## src/rtl/mem_bus_arbiter_pkg.sv

```systemverilog
// Shared constants for the CPU memory bus arbiter: requester indices, FSM state encoding.
// Global bus widths fall back to 16-bit address / 8-bit data when not already defined.
`ifndef ADDR_WIDTH
`define ADDR_WIDTH 16
`endif
`ifndef REG_WIDTH
`define REG_WIDTH 8
`endif

package mem_bus_arbiter_pkg;

    localparam int ADDR_W = `ADDR_WIDTH;
    localparam int REG_W  = `REG_WIDTH;

    localparam int REQ_F = 0;
    localparam int REQ_E = 1;
    localparam int REQ_D = 2;

    typedef enum logic [1:0] {
        ARB_IDLE  = 2'd0,
        ARB_OWN_F = 2'd1,
        ARB_OWN_E = 2'd2,
        ARB_OWN_D = 2'd3
    } arb_state_t;

    function automatic arb_state_t gnt_state(input logic [2:0] gnt);
        arb_state_t s;
        s = ARB_IDLE;
        if (gnt[REQ_D])      s = ARB_OWN_D;
        else if (gnt[REQ_E]) s = ARB_OWN_E;
        else if (gnt[REQ_F]) s = ARB_OWN_F;
        return s;
    endfunction

endpackage

```

## src/rtl/mem_bus_arbiter_if.sv

```systemverilog
// Requester/memory bundle around the arbiter; slave = arbiter side, master = requesters + memory.
interface mem_bus_arbiter_if #(
    parameter int AW = 16,
    parameter int DW = 8
);
    logic [2:0]    req;
    logic [2:0]    we;
    logic [AW-1:0] addr_f;
    logic [AW-1:0] addr_e;
    logic [AW-1:0] addr_d;
    logic [DW-1:0] wdata_e;
    logic [DW-1:0] wdata_d;
    logic [2:0]    gnt;
    logic [2:0]    rvalid;
    logic [DW-1:0] rdata;
    logic          mem_en;
    logic          mem_we;
    logic [AW-1:0] mem_addr;
    logic [DW-1:0] mem_wdata;
    logic [DW-1:0] mem_rdata;

    modport slave (
        input  req, we, addr_f, addr_e, addr_d, wdata_e, wdata_d, mem_rdata,
        output gnt, rvalid, rdata, mem_en, mem_we, mem_addr, mem_wdata
    );

    modport master (
        output req, we, addr_f, addr_e, addr_d, wdata_e, wdata_d, mem_rdata,
        input  gnt, rvalid, rdata, mem_en, mem_we, mem_addr, mem_wdata
    );
endinterface

```

## src/rtl/mem_bus_arbiter_arb_prio_pick.sv

```systemverilog
// Combinational masked fixed-priority picker, dma > exec > fetch; one-hot or zero out.
module arb_prio_pick
    import mem_bus_arbiter_pkg::*;
(
    input  logic [2:0] i_req,
    input  logic [2:0] i_mask,
    output logic [2:0] o_gnt
);
    logic [2:0] w_req;

    assign w_req = i_req & i_mask;

    always_comb begin
        o_gnt = 3'b000;
        if (w_req[REQ_D])      o_gnt[REQ_D] = 1'b1;
        else if (w_req[REQ_E]) o_gnt[REQ_E] = 1'b1;
        else if (w_req[REQ_F]) o_gnt[REQ_F] = 1'b1;
    end
endmodule

```

## src/rtl/mem_bus_arbiter.sv

```systemverilog
// Single owner of the CPU memory bus: registered one-hot grant, hold-limit preemption,
// combinational memory strobes from the current owner, read data returned one cycle later.
module mem_bus_arbiter
    import mem_bus_arbiter_pkg::*;
#(
    parameter int ADDR_WIDTH = `ADDR_WIDTH,
    parameter int REG_WIDTH  = `REG_WIDTH,
    parameter int MAX_HOLD   = 8
) (
    input  logic              clk,
    input  logic              reset_n,
    mem_bus_arbiter_if.slave  bus
);
    localparam int HW = (MAX_HOLD > 2) ? $clog2(MAX_HOLD) : 1;
    localparam logic [HW-1:0] HOLD_LAST = (MAX_HOLD == 0) ? '0 : HW'(MAX_HOLD - 1);

    arb_state_t            r_state;
    logic [2:0]            r_gnt;
    logic [2:0]            r_rvalid;
    logic [HW-1:0]         r_hold_cnt;

    logic                  w_access;
    logic                  w_others;
    logic                  w_expired;
    logic                  w_keep;
    logic [2:0]            w_mask;
    logic [2:0]            w_pick;
    logic [2:0]            w_next_gnt;
    logic                  w_we;
    logic [ADDR_WIDTH-1:0] w_addr;
    logic [REG_WIDTH-1:0]  w_wdata;

    assign w_access  = |(r_gnt & bus.req);
    assign w_others  = |(bus.req & ~r_gnt);
    assign w_expired = (MAX_HOLD != 0) && (r_hold_cnt == HOLD_LAST) && w_others;
    assign w_keep    = w_access && !w_expired;
    // An expired owner sits out exactly one decision so a waiter can take over.
    assign w_mask    = w_expired ? ~r_gnt : 3'b111;

    arb_prio_pick u_pick (
        .i_req  (bus.req),
        .i_mask (w_mask),
        .o_gnt  (w_pick)
    );

    assign w_next_gnt = w_keep ? r_gnt : w_pick;

    always_comb begin
        w_addr  = '0;
        w_wdata = '0;
        w_we    = 1'b0;
        case (r_state)
            ARB_OWN_F: w_addr = bus.addr_f;
            ARB_OWN_E: begin
                w_addr  = bus.addr_e;
                w_wdata = bus.wdata_e;
                w_we    = bus.we[REQ_E];
            end
            ARB_OWN_D: begin
                w_addr  = bus.addr_d;
                w_wdata = bus.wdata_d;
                w_we    = bus.we[REQ_D];
            end
            default: ;
        endcase
    end

    assign bus.mem_en    = w_access;
    assign bus.mem_we    = w_access & w_we;
    assign bus.mem_addr  = w_addr;
    assign bus.mem_wdata = w_wdata;
    assign bus.gnt       = r_gnt;
    assign bus.rvalid    = r_rvalid;
    assign bus.rdata     = (|r_rvalid) ? bus.mem_rdata : '0;

    always_ff @(posedge clk or negedge reset_n) begin
        if (!reset_n) begin
            r_state    <= ARB_IDLE;
            r_gnt      <= 3'b000;
            r_rvalid   <= 3'b000;
            r_hold_cnt <= '0;
        end else begin
            r_state  <= gnt_state(w_next_gnt);
            r_gnt    <= w_next_gnt;
            // Tag follows the requester that issued the read, even if the bus moves on.
            r_rvalid <= (w_access && !w_we) ? r_gnt : 3'b000;
            if ((w_next_gnt != r_gnt) || (w_next_gnt == 3'b000)) begin
                r_hold_cnt <= '0;
            end else if (w_access && (r_hold_cnt != HOLD_LAST)) begin
                r_hold_cnt <= r_hold_cnt + 1'b1;
            end
        end
    end
endmodule
```

## src/flat_wrapper.sv

```systemverilog
// flat-port wrapper written by rule: the top's interface ports become plain ports
module mem_bus_arbiter_flat import mem_bus_arbiter_pkg::*;
#(
    parameter int ADDR_WIDTH = `ADDR_WIDTH,
    parameter int REG_WIDTH  = `REG_WIDTH,
    parameter int MAX_HOLD   = 8
)
  (clk, reset_n, bus_req, bus_we, bus_addr_f, bus_addr_e, bus_addr_d, bus_wdata_e, bus_wdata_d, bus_mem_rdata, bus_gnt, bus_rvalid, bus_rdata, bus_mem_en, bus_mem_we, bus_mem_addr, bus_mem_wdata);
  mem_bus_arbiter_if bus_i ();
  input  logic clk;
  input  logic reset_n;
  input wire logic [$bits(bus_i.req)-1:0] bus_req;
  input wire logic [$bits(bus_i.we)-1:0] bus_we;
  input wire logic [$bits(bus_i.addr_f)-1:0] bus_addr_f;
  input wire logic [$bits(bus_i.addr_e)-1:0] bus_addr_e;
  input wire logic [$bits(bus_i.addr_d)-1:0] bus_addr_d;
  input wire logic [$bits(bus_i.wdata_e)-1:0] bus_wdata_e;
  input wire logic [$bits(bus_i.wdata_d)-1:0] bus_wdata_d;
  input wire logic [$bits(bus_i.mem_rdata)-1:0] bus_mem_rdata;
  output wire logic [$bits(bus_i.gnt)-1:0] bus_gnt;
  output wire logic [$bits(bus_i.rvalid)-1:0] bus_rvalid;
  output wire logic [$bits(bus_i.rdata)-1:0] bus_rdata;
  output wire logic [$bits(bus_i.mem_en)-1:0] bus_mem_en;
  output wire logic [$bits(bus_i.mem_we)-1:0] bus_mem_we;
  output wire logic [$bits(bus_i.mem_addr)-1:0] bus_mem_addr;
  output wire logic [$bits(bus_i.mem_wdata)-1:0] bus_mem_wdata;
  assign bus_i.req = bus_req;
  assign bus_i.we = bus_we;
  assign bus_i.addr_f = bus_addr_f;
  assign bus_i.addr_e = bus_addr_e;
  assign bus_i.addr_d = bus_addr_d;
  assign bus_i.wdata_e = bus_wdata_e;
  assign bus_i.wdata_d = bus_wdata_d;
  assign bus_i.mem_rdata = bus_mem_rdata;
  assign bus_gnt = bus_i.gnt;
  assign bus_rvalid = bus_i.rvalid;
  assign bus_rdata = bus_i.rdata;
  assign bus_mem_en = bus_i.mem_en;
  assign bus_mem_we = bus_i.mem_we;
  assign bus_mem_addr = bus_i.mem_addr;
  assign bus_mem_wdata = bus_i.mem_wdata;
  mem_bus_arbiter #(.ADDR_WIDTH(ADDR_WIDTH), .REG_WIDTH(REG_WIDTH), .MAX_HOLD(MAX_HOLD)) u_core (.clk(clk), .reset_n(reset_n), .bus(bus_i));
endmodule
```

## config.mk

```make
export PLATFORM = sky130hd
export DESIGN_NAME = mem_bus_arbiter_flat
export DESIGN_NICKNAME = d
export VERILOG_FILES = /design/src/rtl/mem_bus_arbiter_pkg.sv /design/src/rtl/mem_bus_arbiter_if.sv /design/src/rtl/mem_bus_arbiter_arb_prio_pick.sv /design/src/rtl/mem_bus_arbiter.sv /design/src/flat_wrapper.sv
export SDC_FILE = /design/constraint.sdc
export NUM_CORES = 1
export LEC_CHECK = 0
export BUFFER_PORTS_ARGS = -buffer_cell sky130_fd_sc_hd__buf_4
export CAP_MARGIN = 20
export CELL_PAD_IN_SITES_DETAIL_PLACEMENT = 1
export CELL_PAD_IN_SITES_GLOBAL_PLACEMENT = 1
export CORE_AREA = 4 4 80 82
export CTS_CLUSTER_SIZE = 12
export DETAILED_ROUTE_END_ITERATION = 8
export DIE_AREA = 0 0 84 86
export GPL_ROUTABILITY_DRIVEN = 0
export PLACE_DENSITY_LB_ADDON = 0.1
export SYNTH_ARGS = -nofsm -noshare
export SYNTH_HDL_FRONTEND = slang
export SYNTH_SLANG_ARGS = --single-unit
```

## constraint.sdc

```tcl
create_clock -name clk -period 1.6 [get_ports clk]
set_clock_uncertainty 0.1 [all_clocks]
set_input_delay 0 -clock clk [delete_from_list [all_inputs] [get_ports clk]]
set_output_delay 0 -clock clk [all_outputs]
set_load 0.02 [all_outputs]
```

==> results.json, run 1 <==
{
  "drc_errors": 0,
  "setup_slack_ns": 0.00712,
  "internal_power_uw": 1130,
  "final_nets": 340,
  "dpl.hpwl_um": 4120,
  "ios": 120,
  "rsz0062_at_grt": "yes",
  "die_height_um": 86,
  "fmax_ghz": 0.628,
  "required_ns": 1.50,
  "drt.antenna.violating_nets": 0,
  "dp_slack_ns": -0.0153,
  "diodes": 0,
  "ctsRootBufferMaster": "clkbuf_8",
  "cts_tree": "done",
  "placed_cells": 322,
  "drt-initial-drc-count": 40,
  "clk_pin_slew_ns": 0.05,
  "final-setup-viol-count": 0,
  "coreArea_mm2": 0.00575,
  "drt_first_pass_iters": 4,
  "cp_data_arrival_time_ns": 1.49,
  "grt_max_degree": 17,
  "insertion_delay_ns": 0.23,
  "die_w_um": 84,
  "combPwrFrac": 0.658,
  "switchingPower_uw": 704,
  "synth_cell_types": 31,
  "fin_cells": 332,
  "timing.hold.ws_ns": 0.0423,
  "grtUsageTotal": 0.131,
  "swShare": 0.383,
  "yosys-top-cells-count": "17 x mux2_2, 17 x nor2b_1, 16 x a22o_1, 11 x dfrtp_1, 9 x nand2_1",
  "hp-class": "in -> async",
  "htree_levels": 1,
  "io_buffers": 118,
  "fin_setup_tns_ns": 0,
  "dieArea_mm2": 0.00722,
  "initial_core_util": 0.201,
  "yosysSeqAreaShare": 0.238,
  "ys_ff_latch": 11,
  "cts_buffers": 3,
  "synth_area_mm2": 0.00116,
  "slew_headroom": 0.828,
  "ys_async_sr_fraction": 1.00,
  "synth-main-ff-cell": "dfrtp_1",
  "crit_start": "u_core.r_state[0]$_DFF_PN0_",
  "crit_fanout": 7,
  "cts.sinks": 11,
  "wl_um": 5130,
  "netlist.area_leader.share": 0.238,
  "overflow": 0,
  "tightest_slew_ns": 0.258,
  "wl_per_cell_um": 15.5,
  "cp-start-kind": "flop",
  "synth-edff-count": 0,
  "cap_violations": 0,
  "drive_gt1_frac": 0.673,
  "power_density_mw_per_mm2": 776,
  "power_frac_seq": 0.195,
  "status": "complete, no violations",
  "hold_viol_final": 0,
  "grt_pass1_vias": 1472,
  "syn_to_final_growth_pct": 105,
  "synth_area_leaders": "dfrtp_1 24%, mux2_2 17%, a22o_1 12%",
  "grt_pass1_wl_um": 7750,
  "synth_fp_nets": 209,
  "period_needed_ns": 1.59,
  "worst-r2r-cell-count": 5,
  "vias": 1447,
  "endpoint_kind": "output port",
  "critical_path_class": "reg -> out",
  "synthCells": 127,
  "avgSynthCellArea_um2": 9.11,
  "slew_violations": 0,
  "yosysWarnings": 0,
  "antenna_found_initial": 0,
  "post-route-period-util": 0.996,
  "num_rows": 28,
  "cts_buffer_depth": 2,
  "ir_worst_vdd_mv": 0.325,
  "p_leak_uw": 0.00121,
  "rr_startpoint": "u_core.r_hold_cnt[0]$_DFFE_PN0P_",
  "viasPerCell": 4.36,
  "synth_area_leader_cell": "dfrtp_1",
  "clockPowerShare": 0.146
}
-- kinds of logic (layout without fill, tap and decap cells) --
family / Yosys count / after routing / synth area share
buffers and inverters: 11 / 141 / 0.0411
adder cells (fa/ha/maj): 2 / 2 / 0.0216
AO/OA/AOI/OAI: 33 / 33 / 0.236
multiplexers: 25 / 25 / 0.235
flip-flops: 11 / 11 / 0.238
AND/OR/NAND/NOR: 45 / 45 / 0.229
-- cell type report --
cell class,count,area (µm²)
Clock buffer,4,45.0
Fill cell,706,3380
Inverter,2,7.51
Multi-Input combinational cell,105,893
Sequential cell,11,280
Tap cell,75,93.8
Timing Repair Buffer,135,1050
-- sequential cells by signal, summed over array words and instances, names as in the netlist --
name,flops
u_core.bus.gnt,3
u_core.bus.rvalid,3
u_core.r_hold_cnt,3
u_core.r_state,2
-- critical path: stages (launching register included) --
cell and delay, ns:
dfrtp_2 0.42, buf_6 0.17, mux2_2 0.34, a22o_1 0.18, buf_4 0.15
-- worst paths after layout --
| path | end | slack (ns) |
|---|---|---|
| setup / recovery | bus_mem_addr[7] | 0.007 |
| hold / removal | u_core.r_state[1]$_DFF_PN0_ | 0.04 |
| setup reg to reg | u_core.r_state[1]$_DFF_PN0_ | 0.05 |
| hold reg to reg | u_core.r_hold_cnt[1]$_DFFE_PN0P_ | 0.46 |
| max in group asynchronous | u_core.r_state[0]$_DFF_PN0_ | 1.19 |
| min in group clk | u_core.bus.gnt[0]$_DFF_PN0_ | 0.06 |
-- power by group through the flow --
stage	registers (µW)	logic [µW]	clock network, µW
finish	359	1210	269
global route	367	1300	298
CTS	358	1170	280
detailed placement	361	1150	0
global placement	360	1140	0
floorplan	364	602	0
-- timing repair --
action | in CTS | in global routing
pin swaps | 1 | 3
resized for setup | 4 | 21
endpoints found under the setup margin | 25 | 27
hold buffers | 2 | 1
setup buffers | 1 | 2
endpoints found under the hold margin | 12 | 1
-- metrics by stage --
stage | cell area, µm² | power [µW] | util
6_report | 2370 | 1840 | 0.412
3_3_place_gp | 2190 | 1500 | 0.381
2_1_floorplan | 1170 | 966 | -
5_1_grt | 2370 | 1960 | 0.412
4_1_cts | 2280 | 1810 | 0.397
3_5_place_dp | 2190 | 1510 | 0.381
-- placed cells by master (no fill, tap or decap), types with 2 or more instances in the layout --
| cell type | Yosys | layout |
|---|---|---|
| buf_4 | 0 | 123 |
| nor2b_1 | 17 | 17 |
| a22o_1 | 16 | 16 |
| mux2_2 | 17 | 10 |
| mux2i_1 | 8 | 8 |
| buf_6 | 0 | 8 |
| mux2_4 | 0 | 7 |
| nand2_1 | 9 | 7 |
| dfrtp_1 | 11 | 7 |
| a21oi_1 | 6 | 6 |
| dfrtp_2 | 0 | 4 |
| nand2b_1 | 3 | 3 |
| and2_1 | 3 | 3 |
| nand3_1 | 3 | 3 |
| clkbuf_8 | 0 | 3 |
| dlygate4sd3_1 | 0 | 3 |
| nand2_2 | 0 | 2 |
| nor2b_2 | 2 | 2 |
| a21oi_2 | 2 | 2 |
| and3_1 | 2 | 2 |
| nor3_1 | 2 | 2 |
-- per-layer routing --
layer  vias to the layer above  share of wire  wire, µm  GRT usage
li1                        720              -         -          -
met1                       670           0.40      2040      0.159
met2                        51           0.53      2740      0.240
met3                         6          0.054       275     0.0231
met4                         0          0.016        82     0.0322
met5                         -              0         0          0
Note: power is estimated with default switching activity, not from simulation.
==> run 2: changes to the inputs <==
--- a/config.mk
+++ b/config.mk
@@ -5,14 +5,15 @@
 export SDC_FILE = /design/constraint.sdc
 export NUM_CORES = 1
 export LEC_CHECK = 0
+export ABC_AREA = 1
 export BUFFER_PORTS_ARGS = -buffer_cell sky130_fd_sc_hd__buf_4
 export CAP_MARGIN = 20
 export CELL_PAD_IN_SITES_DETAIL_PLACEMENT = 1
 export CELL_PAD_IN_SITES_GLOBAL_PLACEMENT = 1
-export CORE_AREA = 4 4 80 82
+export CORE_AREA = 4 4 84 86
 export CTS_CLUSTER_SIZE = 12
 export DETAILED_ROUTE_END_ITERATION = 8
-export DIE_AREA = 0 0 84 86
+export DIE_AREA = 0 0 88 90
 export GPL_ROUTABILITY_DRIVEN = 0
 export PLACE_DENSITY_LB_ADDON = 0.1
 export SYNTH_ARGS = -nofsm -noshare
==> results.json, run 2 <==
{
  "drt.antenna.violating_nets": 0,
  "yosysSeqAreaShare": 0.247,
  "grt_pass1_wl_um": 8220,
  "viasPerCell": 4.32,
  "rsz0062_at_grt": "no",
  "n_fill_cell": 832,
  "post-route-period-util": 0.939,
  "hold_viol_final": 0,
  "wl_um": 5290,
  "cp-start-kind": "flop",
  "num_rows": 29,
  "cts_buffer_depth": 2,
  "synth-edff-count": 0,
  "cp_data_arrival_time_ns": 1.52,
  "slew_headroom": 0.812,
  "crit_fanout": 3,
  "hp-class": "in -> async",
  "drt-initial-drc-count": 39,
  "ys_ff_latch": 11,
  "tightest_slew_ns": 0.280,
  "ys_async_sr_fraction": 1.00,
  "dpl.hpwl_um": 4420,
  "grt_max_degree": 27,
  "insertion_delay_ns": 0.23,
  "drt_first_pass_iters": 4,
  "synthCells": 193,
  "ios": 120,
  "cts_tree": "done",
  "slowest_delay_ns": 0.38,
  "io_buffers": 118,
  "overflow": 0,
  "synth_most_common_cell": "nand3_1",
  "r2r_setup_slack_ns": 0.1,
  "diodes": 0,
  "layout.cells.most_common": "buf_4",
  "grtUsageTotal": 0.126,
  "cts_buffers": 3,
  "vias": 1683,
  "cts.sinks": 11,
  "cp_common_cell": "nand2_1",
  "htree_levels": 1,
  "clk_pin_slew_ns": 0.05,
  "slew_violations": 0,
  "timing.hold.ws_ns": 0.0344,
  "die_height_um": 90,
  "required_ns": 1.62,
  "netlist.area_leader.share": 0.323,
  "syn_to_final_growth_pct": 97.4,
  "status": "complete, no violations",
  "wl_per_cell_um": 13.6,
  "synth_area_mm2": 0.00112,
  "period_needed_ns": 1.50,
  "fmax_ghz": 0.666,
  "antenna_found_initial": 0,
  "coreArea_mm2": 0.00628,
  "critical_path_class": "reg -> reg",
  "ir_worst_vdd_mv": 0.850,
  "yosys-top-cells-count": "72 x nand3_1, 51 x nand2_1, 16 x inv_1, 13 x nor2_1, 11 x dfrtp_1",
  "synth_fp_nets": 275,
  "p_leak_uw": 0.00125,
  "worst-r2r-cell-count": 8,
  "initial_core_util": 0.178,
  "yosysWarnings": 0,
  "rr_startpoint": "u_core.r_hold_cnt[1]$_DFFE_PN0P_",
  "mostFrequentLayoutCells": "126 x buf_4, 72 x nand3_1, 50 x nand2_1",
  "crit_start": "u_core.r_hold_cnt[1]$_DFFE_PN0P_",
  "slowest_stage": "dfrtp_1",
  "ctsRootBufferMaster": "clkbuf_8",
  "drc_errors": 0,
  "synth_area_leader_cell": "nand3_1",
  "cap_violations": 0,
  "seqCellArea_um2": 277,
  "avgSynthCellArea_um2": 5.78,
  "crit_path_cell_trace": "ha_2 -> ha_4 -> a31oi_1 -> nor2_4 -> nand2_1 -> nand2_2 -> nand2_1 -> nand2_1",
  "multi_input_area_um2": 726,
  "synth_area_leaders": "nand3_1 32%, dfrtp_1 25%, nand2_1 17%",
  "synth_cell_types": 20,
  "endpoint": "u_core.r_state[0]$_DFF_PN0_",
  "grt_pass1_vias": 1623,
  "dieArea_mm2": 0.00792,
  "fin_setup_tns_ns": 0,
  "cts_setup_buffers": 0,
  "final_nets": 396,
  "reg2reg_to": "u_core.r_state[0]$_DFF_PN0_",
  "final-setup-viol-count": 0,
  "power_density_mw_per_mm2": 1720,
  "die_w_um": 88,
  "endpoint_kind": "flop",
  "drive_gt1_frac": 0.470,
  "synth-main-ff-cell": "dfrtp_1"
}
## run 2: changes by cell type after synthesis, sizes merged, moves of 7 or more
cell	before	now
nand2	9	55
inv	2	21
nand3	3	73
mux2	17	0
a22o	16	0
nor2b	19	0
mux2i	8	0
a21oi	8	1
nor2	0	15
## run 2: worst min path at each step
stage                from                               end  slack [ns]  cells after the start
2_1_floorplan     reset_n       u_core.bus.gnt[0]$_DFF_PN0_       -0.40                      0
3_3_place_gp      reset_n  u_core.r_hold_cnt[2]$_DFFE_PN0P_       -0.26                      1
3_5_place_dp      reset_n  u_core.r_hold_cnt[2]$_DFFE_PN0P_       -0.25                      1
4_1_cts           reset_n  u_core.r_hold_cnt[1]$_DFFE_PN0P_        0.04                      2
5_1_grt        bus_req[0]       u_core.bus.gnt[0]$_DFF_PN0_        0.05                      5
6_report          reset_n  u_core.r_hold_cnt[1]$_DFFE_PN0P_        0.03                      2
## run 2: per-layer routing
layer	GRT usage	wire (µm)
met2	0.236	2790
met4	0.00895	21
met1	0.155	2100
met5	0	0
met3	0.0192	380
## run 2: cell families (layout without fill, tap and decap cells)
family / Yosys count / after routing / share of synthesized area
flops: 11 / 11 / 0.247
fa+ha+maj: 2 / 2 / 0.0224
simple gates: 144 / 144 / 0.594
buf+inv: 33 / 153 / 0.119
compound gates: 3 / 3 / 0.0179
## run 2: metrics by stage
stage	area, µm²	total power (µW)	setup slack [ns]	instances	utilization
after floorplan	1120	2200	0.0883	193	-
after global placement	2130	3550	0.0436	385	0.339
after detailed placement	2130	3560	0.0194	385	0.339
after CTS	2180	3850	0.00345	390	0.348
after global routing	2200	4140	0.00447	390	0.351
final	2200	3800	0.0983	390	0.351
## run 2: power by group
group	switching (µW)	internal, µW
clock network	102	175
logic	1780	1240
registers	107	395
## run 2: timing repair
item / in CTS / in global routing
hold endpoints to repair: 11 / 0
resized for setup: 0 / 5
hold buffers: 1 / 0
endpoints found under the setup margin: 0 / 3
## run 2: critical path, delay by kind of cell (launching register included)
family / cells / cell delay, ns
adders and majority gates: 2 / 0.36
and+or+nand+nor: 5 / 0.28
DFF: 1 / 0.38
AOI/OAI and AO/OA: 1 / 0.27
## run 2: final cells by class
| cell class | count | share of cell area |
|---|---|---|
| Timing Repair Buffer | 128 | 0.443 |
| Multi-Input combinational cell | 149 | 0.329 |
| Sequential cell | 11 | 0.125 |
| Tap cell | 77 | 0.0437 |
| Inverter | 21 | 0.0380 |
| Clock buffer | 4 | 0.0204 |
